$ cat src/rtl/l1_wb_arb_pkg.sv
// l1_wb_arb_pkg: shared types and constants for the L1 trigger Wishbone arbiter
package l1_wb_arb_pkg;

    typedef enum logic [1:0] {IDLE, BUSY, DONE} state_t;

    localparam logic GRANT_A = 1'b0;
    localparam logic GRANT_B = 1'b1;
    localparam int ERR_COUNT_BITS = 8;

    function automatic logic [ERR_COUNT_BITS-1:0] sat_inc(input logic [ERR_COUNT_BITS-1:0] v);
        return (&v) ? v : v + 1'b1;
    endfunction

endpackage

$ cat src/rtl/l1_wb_arbiter.sv
// l1_wb_arbiter: two-host round-robin Wishbone arbiter with bus timeout and saturating error count
module l1_wb_arbiter
    import l1_wb_arb_pkg::*;
#(
    parameter int ADR_BITS = 15,
    parameter int DAT_BITS = 32,
    parameter int TIMEOUT  = 255
) (
    input  logic                      wb_clk_i,
    input  logic                      wb_rst_i,
    input  logic                      a_cyc_i,
    input  logic                      a_stb_i,
    input  logic                      a_we_i,
    input  logic [ADR_BITS-1:0]       a_adr_i,
    input  logic [DAT_BITS-1:0]       a_dat_i,
    input  logic [3:0]                a_sel_i,
    output logic                      a_ack_o,
    output logic                      a_err_o,
    output logic                      a_rty_o,
    output logic [DAT_BITS-1:0]       a_dat_o,
    input  logic                      b_cyc_i,
    input  logic                      b_stb_i,
    input  logic                      b_we_i,
    input  logic [ADR_BITS-1:0]       b_adr_i,
    input  logic [DAT_BITS-1:0]       b_dat_i,
    input  logic [3:0]                b_sel_i,
    output logic                      b_ack_o,
    output logic                      b_err_o,
    output logic                      b_rty_o,
    output logic [DAT_BITS-1:0]       b_dat_o,
    output logic                      m_cyc_o,
    output logic                      m_stb_o,
    output logic                      m_we_o,
    output logic [ADR_BITS-1:0]       m_adr_o,
    output logic [DAT_BITS-1:0]       m_dat_o,
    output logic [3:0]                m_sel_o,
    input  logic                      m_ack_i,
    input  logic                      m_err_i,
    input  logic                      m_rty_i,
    input  logic [DAT_BITS-1:0]       m_dat_i,
    output logic [ERR_COUNT_BITS-1:0] err_count_o
);

    localparam logic [7:0] TMO = 8'(TIMEOUT);

    state_t                    r_state;
    logic                      r_grant;
    logic                      r_last;
    logic [7:0]                r_timer;
    logic [ERR_COUNT_BITS-1:0] r_err_cnt;
    logic                      r_m_cyc;
    logic                      r_m_we;
    logic [ADR_BITS-1:0]       r_m_adr;
    logic [DAT_BITS-1:0]       r_m_dat;
    logic                      r_a_ack;
    logic                      r_a_err;
    logic [DAT_BITS-1:0]       r_a_dat;
    logic                      r_b_ack;
    logic                      r_b_err;
    logic [DAT_BITS-1:0]       r_b_dat;

    logic w_req_a;
    logic w_req_b;
    logic w_win;
    logic w_unused;

    assign w_req_a  = a_cyc_i & a_stb_i;
    assign w_req_b  = b_cyc_i & b_stb_i;
    // on a tie the host opposite the previous winner goes first
    assign w_win    = (w_req_a & w_req_b) ? ~r_last : (w_req_b ? GRANT_B : GRANT_A);
    assign w_unused = ^{a_sel_i, b_sel_i, m_rty_i};

    always_ff @(posedge wb_clk_i or posedge wb_rst_i) begin
        if (wb_rst_i) begin
            r_state   <= IDLE;
            r_grant   <= GRANT_A;
            r_last    <= GRANT_B;
            r_timer   <= '0;
            r_err_cnt <= '0;
            r_m_cyc   <= 1'b0;
            r_m_we    <= 1'b0;
            r_m_adr   <= '0;
            r_m_dat   <= '0;
            r_a_ack   <= 1'b0;
            r_a_err   <= 1'b0;
            r_a_dat   <= '0;
            r_b_ack   <= 1'b0;
            r_b_err   <= 1'b0;
            r_b_dat   <= '0;
        end else begin
            r_a_ack <= 1'b0;
            r_a_err <= 1'b0;
            r_b_ack <= 1'b0;
            r_b_err <= 1'b0;
            case (r_state)
                IDLE: begin
                    if (w_req_a || w_req_b) begin
                        r_grant <= w_win;
                        r_last  <= w_win;
                        r_m_we  <= (w_win == GRANT_B) ? b_we_i  : a_we_i;
                        r_m_adr <= (w_win == GRANT_B) ? b_adr_i : a_adr_i;
                        r_m_dat <= (w_win == GRANT_B) ? b_dat_i : a_dat_i;
                        r_m_cyc <= 1'b1;
                        r_timer <= '0;
                        r_state <= BUSY;
                    end
                end
                BUSY: begin
                    if (m_ack_i || m_err_i) begin
                        r_m_cyc   <= 1'b0;
                        r_state   <= DONE;
                        r_err_cnt <= m_err_i ? sat_inc(r_err_cnt) : r_err_cnt;
                        if (r_grant == GRANT_B) begin
                            r_b_dat <= m_dat_i;
                            r_b_ack <= ~m_err_i;
                            r_b_err <= m_err_i;
                        end else begin
                            r_a_dat <= m_dat_i;
                            r_a_ack <= ~m_err_i;
                            r_a_err <= m_err_i;
                        end
                    end else if (r_timer == TMO) begin
                        r_m_cyc   <= 1'b0;
                        r_state   <= DONE;
                        r_err_cnt <= sat_inc(r_err_cnt);
                        r_a_err   <= (r_grant == GRANT_A);
                        r_b_err   <= (r_grant == GRANT_B);
                    end else begin
                        r_timer <= r_timer + 8'd1;
                    end
                end
                default: r_state <= IDLE;
            endcase
        end
    end

    assign a_ack_o     = r_a_ack;
    assign a_err_o     = r_a_err;
    assign a_rty_o     = 1'b0;
    assign a_dat_o     = r_a_dat;
    assign b_ack_o     = r_b_ack;
    assign b_err_o     = r_b_err;
    assign b_rty_o     = 1'b0;
    assign b_dat_o     = r_b_dat;
    assign m_cyc_o     = r_m_cyc;
    assign m_stb_o     = r_m_cyc;
    assign m_we_o      = r_m_we;
    assign m_adr_o     = r_m_adr;
    assign m_dat_o     = r_m_dat;
    assign m_sel_o     = 4'hF;
    assign err_count_o = r_err_cnt;

endmodule

$ cat config.mk
export PLATFORM = sky130hd
export DESIGN_NAME = l1_wb_arbiter
export DESIGN_NICKNAME = d
export VERILOG_FILES = /design/src/rtl/l1_wb_arb_pkg.sv /design/src/rtl/l1_wb_arbiter.sv
export SDC_FILE = /design/constraint.sdc
export NUM_CORES = 1
export LEC_CHECK = 0
export ABC_AREA = 1
export CAP_MARGIN = 25
export CORE_ASPECT_RATIO = 1.4
export CORE_UTILIZATION = 39
export CTS_BUF_LIST = sky130_fd_sc_hd__clkbuf_2 sky130_fd_sc_hd__clkbuf_4 sky130_fd_sc_hd__clkbuf_8
export CTS_CLUSTER_DIAMETER = 100
export DETAILED_ROUTE_END_ITERATION = 16
export DONT_BUFFER_PORTS = 1
export PLACE_DENSITY = 0.6
export SYNTH_ARGS = -nofsm -noshare
export SYNTH_HDL_FRONTEND = slang
export SYNTH_SLANG_ARGS = --single-unit
$ cat constraint.sdc
create_clock -name wb_clk_i -period 4.1 [get_ports wb_clk_i]
set_clock_uncertainty 0.1 [all_clocks]
set_input_delay 0.205 -clock wb_clk_i [delete_from_list [all_inputs] [get_ports wb_clk_i]]
set_output_delay 0.205 -clock wb_clk_i [all_outputs]
set_load 0.01 [all_outputs]
==> qor.txt <==
Area grow syn2layout: 30.1%
Netlist Area Pre-Place: 6040 um2
Starting Density: 40.1%
Part of the power in the clock network: 23.1%
Part of the power in combinational logic: 25.0%
DRC viols: 0
First-pass GRT wire length: 25,400 um
Slowest library cell on the worst path: nand2_2
Clock-pin slew on the worst setup and hold paths: 0.09 ns
Share of layout cells above drive strength 1: 9.74%
DRT Pass-1 Iters: 5
Initial antenna violation count: 0
Min-Delay Path Class: primary input to flip-flop
Rows: 53
Largest family of logic cells by synthesized area: simple AND/OR/NAND/NOR gates
Area share of fa/ha/maj cells after synthesis: 0.414%
P_int: 3.08 mW
Initial DRC count: 303
Simple-gate area share of the yosys netlist: 17.8%
Core Box Area: 15,100 um2
Die Y: 149 um
Buffer depth of the longest clock path: 2
Final wirelength: 16,500 um
Largest net degree at the start of global routing: 109
Max-slew headroom: 32.1%
Synthesized area per cell: 8.77 um2
Post-synthesis mux area share: 0%
Synth warn: 0
Clk_lat worst skew: 0.43 ns
Final setup fails: 0
Diode count: 0
Sw Share: 37.7%
Status: finished clean
Worst-path fanout max: 49
Post-Route Setup TNS: 0 ns
DIE WIDTH: 107 um
Max-Cap Viols: 0
GRT Residual Overflow: 0
DR vias: 5,213
Crit-path cells: nand3_1, nand2_2, inv_1, buf_4, nand2_1, a21oi_1, dlygate4sd3_1
Drt wl/cell: 16.3 um
Worst setup EP type: flip-flop
Pwr Total: 4.94 mW
RSZ-0062 raised after global routing: false
Place WS: 1.44 ns
Share of power burned in registers: 51.8%
Leak Pwr: 3.55 nW
Final Cell Area: 7860 um2
DP Area: 6070 um2
Root Driver: clkbuf_8
PortBufs: 0
Xor-xnor portion of the synthesized cell area: 0.580%
Post-route ant nets: 0
Yosys cell types: 27
Worst setup path class: flip-flop to flip-flop
Post-Synthesis Cells: 689
CP top delay family: buffers and inverters
Die area: 16,000 um2
Post-layout net count: 955
TritonCTS sink count: 137
Worst EP arrival: 3.06 ns
Final Critical Period: 2.85 ns
#FFs+latches synth: 137
Post-synthesis compound-gate area fraction: 16.6%
PwrDens: 629 nW/um2
Worst Max-Slew Pin Slew: 1.01 ns
Critical Path RT: 4.31 ns
Final-report hold violation count: 0
Sequential-to-total area share from yosys stat: 56.7%
Via/cell ratio: 5.15
CTS tree: done
Number of global-route vias before repair: 5,256
CTS buffer count: 17
RD Place Congestion: 0.764
GRT Resource Usage Total: 20.4%
Number of top-level pins: 277
DP Wirelength: 10000 um
Net Switching: 1.86 mW
Fmax: 351 MHz
CP bufs+invs: 3
Crit path largest cell delay: 0.73 ns
Startpoint types: flip-flop
Period utilization: 69.6%
Pins over their slew limit: 0
H-Tree Depth: 4
Post-route setup slack: 1.25 ns
IR drop worst, VDD: 0.281 mV
-- layout by cell type, fill, tap and decap left out, drive strengths merged --
cell,netlist,final
nand2,180,180
dfrtp,136,136
dlygate4sd3,0,132
a21oi,98,98
o21ai,74,74
nor2,70,70
inv,50,57
nand3,18,18
clkbuf,14,18
buf,29,7
conb,2,6
o21bai,3,3
or2,3,3
xor2,3,3
nand4,3,3
clkinvlp,0,3
clkinv,1,3
ha,2,2
bufinv,0,2
xnor2,1,1
nand3b,1,1
dfstp,1,1
-- flip-flops by register name (all words and copies together) (netlist names), 2 cells and up --
name         cells
r_state          2
err_count_o      8
b_dat_o         32
m_adr_o         15
r_timer          8
a_dat_o         32
m_dat_o         32
-- worst reg2reg max path, delay by kind of cell, from the launching register on --
family | cells | cell delay, ns
AND/OR/NAND/NOR | 3 | 1.00
buffers and inverters | 3 | 1.03
flip-flops | 1 | 0.54
AO/OA/AOI/OAI | 1 | 0.08
-- cells in the mapped netlist --
| cell | number | area share, % |
|---|---|---|
| a21oi_1 | 98 | 8.1 |
| buf_2 | 13 | 1.1 |
| buf_4 | 7 | 0.87 |
| buf_6 | 9 | 1.7 |
| clkbuf_1 | 13 | 0.81 |
| clkbuf_2 | 1 | 0.083 |
| clkinv_1 | 1 | 0.062 |
| conb_1 | 2 | 0.12 |
| dfrtp_1 | 136 | 56 |
| dfstp_2 | 1 | 0.43 |
| ha_1 | 2 | 0.41 |
| inv_1 | 50 | 3.1 |
| nand2_1 | 179 | 11 |
| nand2_2 | 1 | 0.10 |
| nand3_1 | 18 | 1.5 |
| nand3b_1 | 1 | 0.12 |
| nand4_1 | 3 | 0.31 |
| nor2_1 | 69 | 4.3 |
| nor2_2 | 1 | 0.10 |
| o21ai_0 | 24 | 2.0 |
| o21ai_1 | 18 | 1.5 |
| o21ai_2 | 32 | 4.6 |
| o21bai_1 | 3 | 0.37 |
| or2_1 | 2 | 0.21 |
| or2_2 | 1 | 0.10 |
| xnor2_1 | 1 | 0.14 |
| xor2_1 | 3 | 0.43 |
-- worst paths after layout --
path | start | end | slack, ns | cells past startpoint
max reg2reg | r_last | m_dat_o[10] | 1.25 | 7
max in group asynchronous | wb_rst_i | a_dat_o[12] | 2.70 | 4
min | m_ack_i | err_count_o[4] | 0.04 | 3
min in group asynchronous | wb_rst_i | a_dat_o[6] | 0.05 | 2
max | r_last | m_dat_o[10] | 1.25 | 7
min reg2reg | r_last | r_last | 0.37 | 2
-- final cells by class --
type                       count  area (um2)
inverter                      51         196
timing repair buffer         139        1420
sequential                   137        3430
fill                        1313        7190
clock inverter                14         158
clock buffer                  18         248
tap                          192         240
multi-input combinational    462        2170
-- metrics by stage --
step	std cells	hold WS, ns	util (%)
after global placement	846	0.238	40.3
after detailed placement	846	0.253	40.3
after global routing	1013	0.0166	52.2
after CTS	1010	0.00958	51.8
final	1013	0.0391	52.2
after floorplan	693	0.246	-
-- power groups by stage --
| stage | Combinational, mW | Clock (mW) | Sequential, mW |
|---|---|---|---|
| 2_1_floorplan | 0.758 | 0 | 2.43 |
| 3_3_place_gp | 0.813 | 0 | 2.56 |
| 3_5_place_dp | 0.872 | 0 | 2.58 |
| 4_1_cts | 1.20 | 1.18 | 2.56 |
| 5_1_grt | 1.40 | 1.23 | 2.62 |
| 6_report | 1.24 | 1.14 | 2.56 |
-- what timing repair did --
action | in CTS | in global routing
setup buffers | 0 | 0
hold buffers | 132 | 0
hold endpoints to repair | 221 | 0
gates resized for setup | 0 | 0
-- per-layer routing --
metal,wire (um),share of wire [%],vias to the layer above,global-route usage [%]
met1,6560,40,2466,24.1
met4,347,2.1,0,8.56
met2,8200,50,275,34.2
met5,0,0,-,0
met3,1360,8.3,33,6.07
li1,-,-,2439,-
-- kinds of logic (layout without fill, tap and decap cells) --
logic type	after synthesis	count (layout)
simple gates	275	275
compound gates	175	175
flops	137	137
buf+inv	94	222
xor+xnor	4	4
fa+ha+maj	2	2
other cells	2	6
(Power assumes the default switching activity.)
